## src/rtl/servo_pwm_gen_pkg.sv

```systemverilog
// Shared definitions for the servo PWM generator: command width, the "off"
// command value and a width helper for elaboration-time counter sizing.
package servo_pwm_gen_pkg;

    localparam int SERVO_CMD_W = 8;
    localparam logic [SERVO_CMD_W-1:0] SERVO_OFF = '0;
    localparam int SERVO_CMD_MAX = (1 << SERVO_CMD_W) - 1;
    localparam int US_PER_SEC = 1_000_000;

    // Guards against zero-width vectors when a count range collapses to one value.
    function automatic int width_of(input int n);
        return (n > 1) ? $clog2(n) : 1;
    endfunction

endpackage

```

## src/rtl/servo_pwm_channel.sv

```systemverilog
// One servo output: frame-synchronous command shadow, pulse-length computation
// and the registered compare that drives the pin.
module servo_pwm_channel
    import servo_pwm_gen_pkg::*;
#(
    parameter int CNT_W        = 15,
    parameter int MIN_PULSE_US = 1000,
    parameter int STEP_US      = 4
) (
    input  logic                   clk,
    input  logic                   rst_n,
    input  logic                   en,
    input  logic                   load,
    input  logic [SERVO_CMD_W-1:0] cmd,
    input  logic [CNT_W-1:0]       us_cnt,
    output logic                   pwm
);

    localparam int LEN_W = CNT_W + 1;
    localparam logic [LEN_W-1:0] MIN_LEN  = LEN_W'(MIN_PULSE_US);
    localparam logic [LEN_W-1:0] STEP_LEN = LEN_W'(STEP_US);

    logic [SERVO_CMD_W-1:0] shadow;
    logic [LEN_W-1:0]       len;
    logic                   pwm_next;

    // The command is only taken at the frame boundary so a pulse never changes width mid-flight.
    always_ff @(posedge clk or negedge rst_n) begin
        if (!rst_n) begin
            shadow <= SERVO_OFF;
        end else if (load) begin
            shadow <= cmd;
        end
    end

    always_comb begin
        len      = MIN_LEN + LEN_W'(shadow) * STEP_LEN;
        pwm_next = en && (shadow != SERVO_OFF) && ({1'b0, us_cnt} < len);
    end

    always_ff @(posedge clk or negedge rst_n) begin
        if (!rst_n) begin
            pwm <= 1'b0;
        end else begin
            pwm <= pwm_next;
        end
    end

endmodule

```

## src/rtl/servo_pwm_gen.sv

```systemverilog
// Dual hobby-servo PWM generator: a microsecond timebase shared by two
// independent channels, plus a one-clock strobe at the start of each frame.
module servo_pwm_gen
    import servo_pwm_gen_pkg::*;
#(
    parameter int CLK_FREQ_HZ  = 100_000_000,
    parameter int PERIOD_US    = 20000,
    parameter int MIN_PULSE_US = 1000,
    parameter int STEP_US      = 4
) (
    input  logic                   clk,
    input  logic                   rst_n,
    input  logic                   en,
    input  logic [SERVO_CMD_W-1:0] servo_l,
    input  logic [SERVO_CMD_W-1:0] servo_r,
    output logic                   pwm_l,
    output logic                   pwm_r,
    output logic                   frame_start
);

    localparam int DIV   = CLK_FREQ_HZ / US_PER_SEC;
    localparam int PS_W  = width_of(DIV);
    localparam int CNT_W = width_of(PERIOD_US);
    localparam logic [PS_W-1:0]  PS_LAST  = PS_W'(DIV - 1);
    localparam logic [CNT_W-1:0] CNT_LAST = CNT_W'(PERIOD_US - 1);

    if ((CLK_FREQ_HZ % US_PER_SEC) != 0 || DIV < 1) begin : g_bad_clk
        $error("servo_pwm_gen: CLK_FREQ_HZ must be a non-zero multiple of 1 MHz");
    end

    if (MIN_PULSE_US + SERVO_CMD_MAX * STEP_US >= PERIOD_US) begin : g_bad_pulse
        $error("servo_pwm_gen: longest pulse does not fit inside PERIOD_US");
    end

    logic [PS_W-1:0]  prescaler;
    logic [CNT_W-1:0] us_cnt;
    logic             tick;
    logic             wrap;

    always_comb begin
        tick = (prescaler == PS_LAST);
        wrap = tick && (us_cnt == CNT_LAST);
    end

    always_ff @(posedge clk or negedge rst_n) begin
        if (!rst_n) begin
            prescaler <= '0;
        end else if (tick) begin
            prescaler <= '0;
        end else begin
            prescaler <= prescaler + 1'b1;
        end
    end

    always_ff @(posedge clk or negedge rst_n) begin
        if (!rst_n) begin
            us_cnt <= '0;
        end else if (wrap) begin
            us_cnt <= '0;
        end else if (tick) begin
            us_cnt <= us_cnt + 1'b1;
        end
    end

    always_ff @(posedge clk or negedge rst_n) begin
        if (!rst_n) begin
            frame_start <= 1'b0;
        end else begin
            frame_start <= wrap;
        end
    end

    servo_pwm_channel #(
        .CNT_W        (CNT_W),
        .MIN_PULSE_US (MIN_PULSE_US),
        .STEP_US      (STEP_US)
    ) u_chan_l (
        .clk    (clk),
        .rst_n  (rst_n),
        .en     (en),
        .load   (wrap),
        .cmd    (servo_l),
        .us_cnt (us_cnt),
        .pwm    (pwm_l)
    );

    servo_pwm_channel #(
        .CNT_W        (CNT_W),
        .MIN_PULSE_US (MIN_PULSE_US),
        .STEP_US      (STEP_US)
    ) u_chan_r (
        .clk    (clk),
        .rst_n  (rst_n),
        .en     (en),
        .load   (wrap),
        .cmd    (servo_r),
        .us_cnt (us_cnt),
        .pwm    (pwm_r)
    );

endmodule

```

## config.mk

```make
export PLATFORM = sky130hd
export DESIGN_NAME = servo_pwm_gen
export DESIGN_NICKNAME = d
export VERILOG_FILES = /design/src/rtl/servo_pwm_gen_pkg.sv /design/src/rtl/servo_pwm_channel.sv /design/src/rtl/servo_pwm_gen.sv
export SDC_FILE = /design/constraint.sdc
export NUM_CORES = 1
export LEC_CHECK = 0
export CAP_MARGIN = 25
export CORE_MARGIN = 2
export CORE_UTILIZATION = 52
export DETAILED_ROUTE_END_ITERATION = 10
export GPL_ROUTABILITY_DRIVEN = 0
export HOLD_SLACK_MARGIN = 0.06
export PLACE_DENSITY = 0.72
export SYNTH_ARGS = -nofsm -noshare
export SYNTH_HDL_FRONTEND = slang
export SYNTH_SLANG_ARGS = --single-unit
```

## constraint.sdc

```tcl
create_clock -name clk -period 2.51 [get_ports clk]
set_input_delay 0.502 -clock clk [delete_from_list [all_inputs] [get_ports clk]]
set_output_delay 0.502 -clock clk [all_outputs]
set_load 0.005 [all_outputs]
```

==> key figures <==
Power and ir drop
  • Peak VDD IR: 220 uV
  • Leakage: 1.33 nW
  • Power per cell area: 416 nW/um^2

Routing
  • Routed via count: 1693
  • Post-DRT Antenna Nets: 0
  • WL final: 4310 um
  • Initial DRC Count: 37
  • DRC violation count after routing: 0
  • Drt pass-1 iters: 4
  • WL/cell: 14.5 um
  • Vias per std cell: 5.70

Floorplan
  • FP Rows: 24
  • DIE HEIGHT: 71.4 um
  • IO Pins: 22
  • Die W: 71.4 um
  • Initial Util: 0.543
  • Core box area: 4350 um^2
  • Die area: 5100 um^2

Yosys
  • Synth area leader: dfrtp_1
  • Top cells by area, synth: dfrtp_1 43%, ha_1 11%, mux2_2 7.2%
  • Synth cell types: 40
  • Post-Synthesis Cells: 217
  • Syn Area/Cell: 10.9 um^2
  • #FFs+latches synth: 41
  • Share of the synthesized area in the top cell type: 0.434
  • Mapped Nets: 256
  • Yosys warns: 0
  • Netlist Area Pre-Place: 2360 um^2
  • Register area share after synthesis: 0.434

Placement
  • Placed Area: 2620 um^2
  • Hpwl dp: 3090 um
  • Port bufs: 21

STA
  • Tcrit/Tclk final: 0.947
  • Worst-Margin Slew: 896 ps
  • RSZ-0062 raised after global routing: no
  • Setup TNS: 0 ps
  • Final hold viol count: 0
  • Slew HR: 0.403
  • Slew Viols, Final: 0
  • Final setup vio count: 0
  • Clk_skew: 11.1 ps
  • Max Clk Rate: 420 MHz
  • Minimum clock period: 2380 ps

CTS
  • H-tree Lvls: 2
  • TritonCTS clock tree: done
  • Clk_lat worst skew: 300 ps
  • Hold Buf Count CTS: 0
  • Clock sink count: 41
  • Worst-path clk slew: 80 ps
  • Setup bufs post-CTS: 0
  • Max clock buf depth: 2
  • CTS root buffer: clkbuf_8
  • CTS buffer count: 5

Outcome
  • Run status: finished clean

Final layout
  • # diodes: 0
  • Post-layout instance area: 2720 um^2
  • Fin nets: 283
  • Area grow syn2layout: 14.9%
  • Most common cell after layout, fill and taps aside: dfrtp_1
  • Most frequent cells in the layout: 40 x dfrtp_1, 20 x ha_1, 20 x clkdlybuf4s50_1
  • Layout cells sized above 1: 0.147
  • Filler cells: 369

Critical path
  • CP required: 2730 ps
  • CP endpoint kind: flop
  • Reg2reg setup slack: 130 ps
  • WS Path Type: flop to flop
  • FF-to-FF path depth: 8
  • RR Endpoint: u_chan_r.pwm
  • R2r startpoint: u_chan_r.shadow[3]
  • WP data arrival: 2600 ps
  • Startpoint Class: flop
  • Max Fanout on Critical Path: 6

Global route
  • Met2 Use GR: 0.300
  • Congestion Overflow GR: 0
  • Vias in the first global route: 1633
  • Gr busiest metal: met2
  • GR met1 Demand/Resource: 0.239
  • GRT Resource Usage Total: 0.185
  • Largest net degree at the start of global routing: 42
  • GR met3 Demand/Resource: 0.0323
  • First-pass GRT wire length: 7400 um
  • Antenna violations before repair: 0

Job
  • Max-cap violations: 0

Worst hold path
  • Min-delay worst type: primary input to async pin
## Yosys cell counts, drive strengths merged
library cell	n
inv	7
and4	2
ha	20
nand4	6
xor2	11
nand3	11
o22ai	2
mux2	16
or3b	1
and4bb	2
a41oi	1
nand2b	4
o21ai	6
and3b	1
nor4	2
and3	5
o221ai	1
and2	1
or2	1
nor3	6
dfrtp	41
nor3b	1
or3	3
nand2	10
nor2	15
xnor2	11
or4	3
mux2i	3
a211oi	3
a2111oi	2
o2111ai	1
a21oi	11
and4b	1
clkbuf	1
a21o	3
buf	2
## kinds of logic (layout without fill, tap and decap cells)
logic type,Yosys count,in the layout,share of synthesized area
buf+inv,10,38,0.0222
flops,41,41,0.434
xor+xnor,22,22,0.0816
simple gates,75,75,0.188
fa+ha+maj,20,20,0.106
compound gates,30,30,0.0789
mux,19,19,0.0890
## area by class of cell
cell class / count / area (um^2) / share of cell area
clock buffer: 5 / 68.8 / 0.0253
clock inverter: 3 / 17.5 / 0.00645
inverter: 7 / 26.3 / 0.00968
multi-input combinational: 166 / 1290 / 0.475
sequential: 41 / 1030 / 0.378
tap: 52 / 65.1 / 0.0240
timing repair buffer: 23 / 220 / 0.0811
## metrics by stage
step / power [mW] / utilization / instances / hold WS (ps) / setup WS [ps]
after floorplan: 0.674 / - / 217 / 206 / 249
after global placement: 0.714 / 0.602 / 289 / 478 / 189
after detailed placement: 0.714 / 0.602 / 289 / 478 / 72.5
after CTS: 1.14 / 0.622 / 297 / 358 / 57.9
after global routing: 1.17 / 0.624 / 297 / 405 / 4.92
final: 1.13 / 0.624 / 297 / 327 / 132
## report_power, final
group	switching, mW	leakage (nW)	internal, mW
combinational	0.0158	0.731	0.0236
sequential	0	0.557	0.660
clock	0.237	0.0439	0.192
total	0.253	1.33	0.875
## critical path: stages, from the launching register on
cell and delay (ps):
dfrtp_2 450, or4_4 560, nor2_2 120, xnor2_1 140, ha_1 260, a21oi_1 130, nor3b_1 60, or4_1 470
a21oi_1 130
## worst max path at each step
| stage | startpoint | to | cells past startpoint |
|---|---|---|---|
| after floorplan | u_chan_r.shadow[3] | u_chan_r.pwm | 8 |
| after global placement | u_chan_r.shadow[3] | u_chan_r.pwm | 8 |
| after detailed placement | u_chan_r.shadow[3] | u_chan_r.pwm | 8 |
| after CTS | u_chan_r.shadow[3] | u_chan_r.pwm | 8 |
| after global routing | u_chan_r.shadow[3] | u_chan_r.pwm | 8 |
| final | u_chan_r.shadow[3] | u_chan_r.pwm | 8 |
## state kept, by name, summed over array words and instances (netlist names)
register         flops
u_chan_l.pwm         1
prescaler            7
u_chan_r.shadow      8
us_cnt              15
u_chan_r.pwm         1
u_chan_l.shadow      8
frame_start          1
## layer usage
| layer | wire (um) | up-vias |
|---|---|---|
| met5 | 0 | - |
| met4 | 70 | 0 |
| met1 | 2010 | 803 |
| li1 | - | 847 |
| met3 | 175 | 7 |
| met2 | 2050 | 36 |
## repair_timing
item	CTS	global route
resized for setup	0	3
hold endpoints to repair	0	0
setup endpoints to repair	0	1
Note: power is estimated with default switching activity, not from simulation.
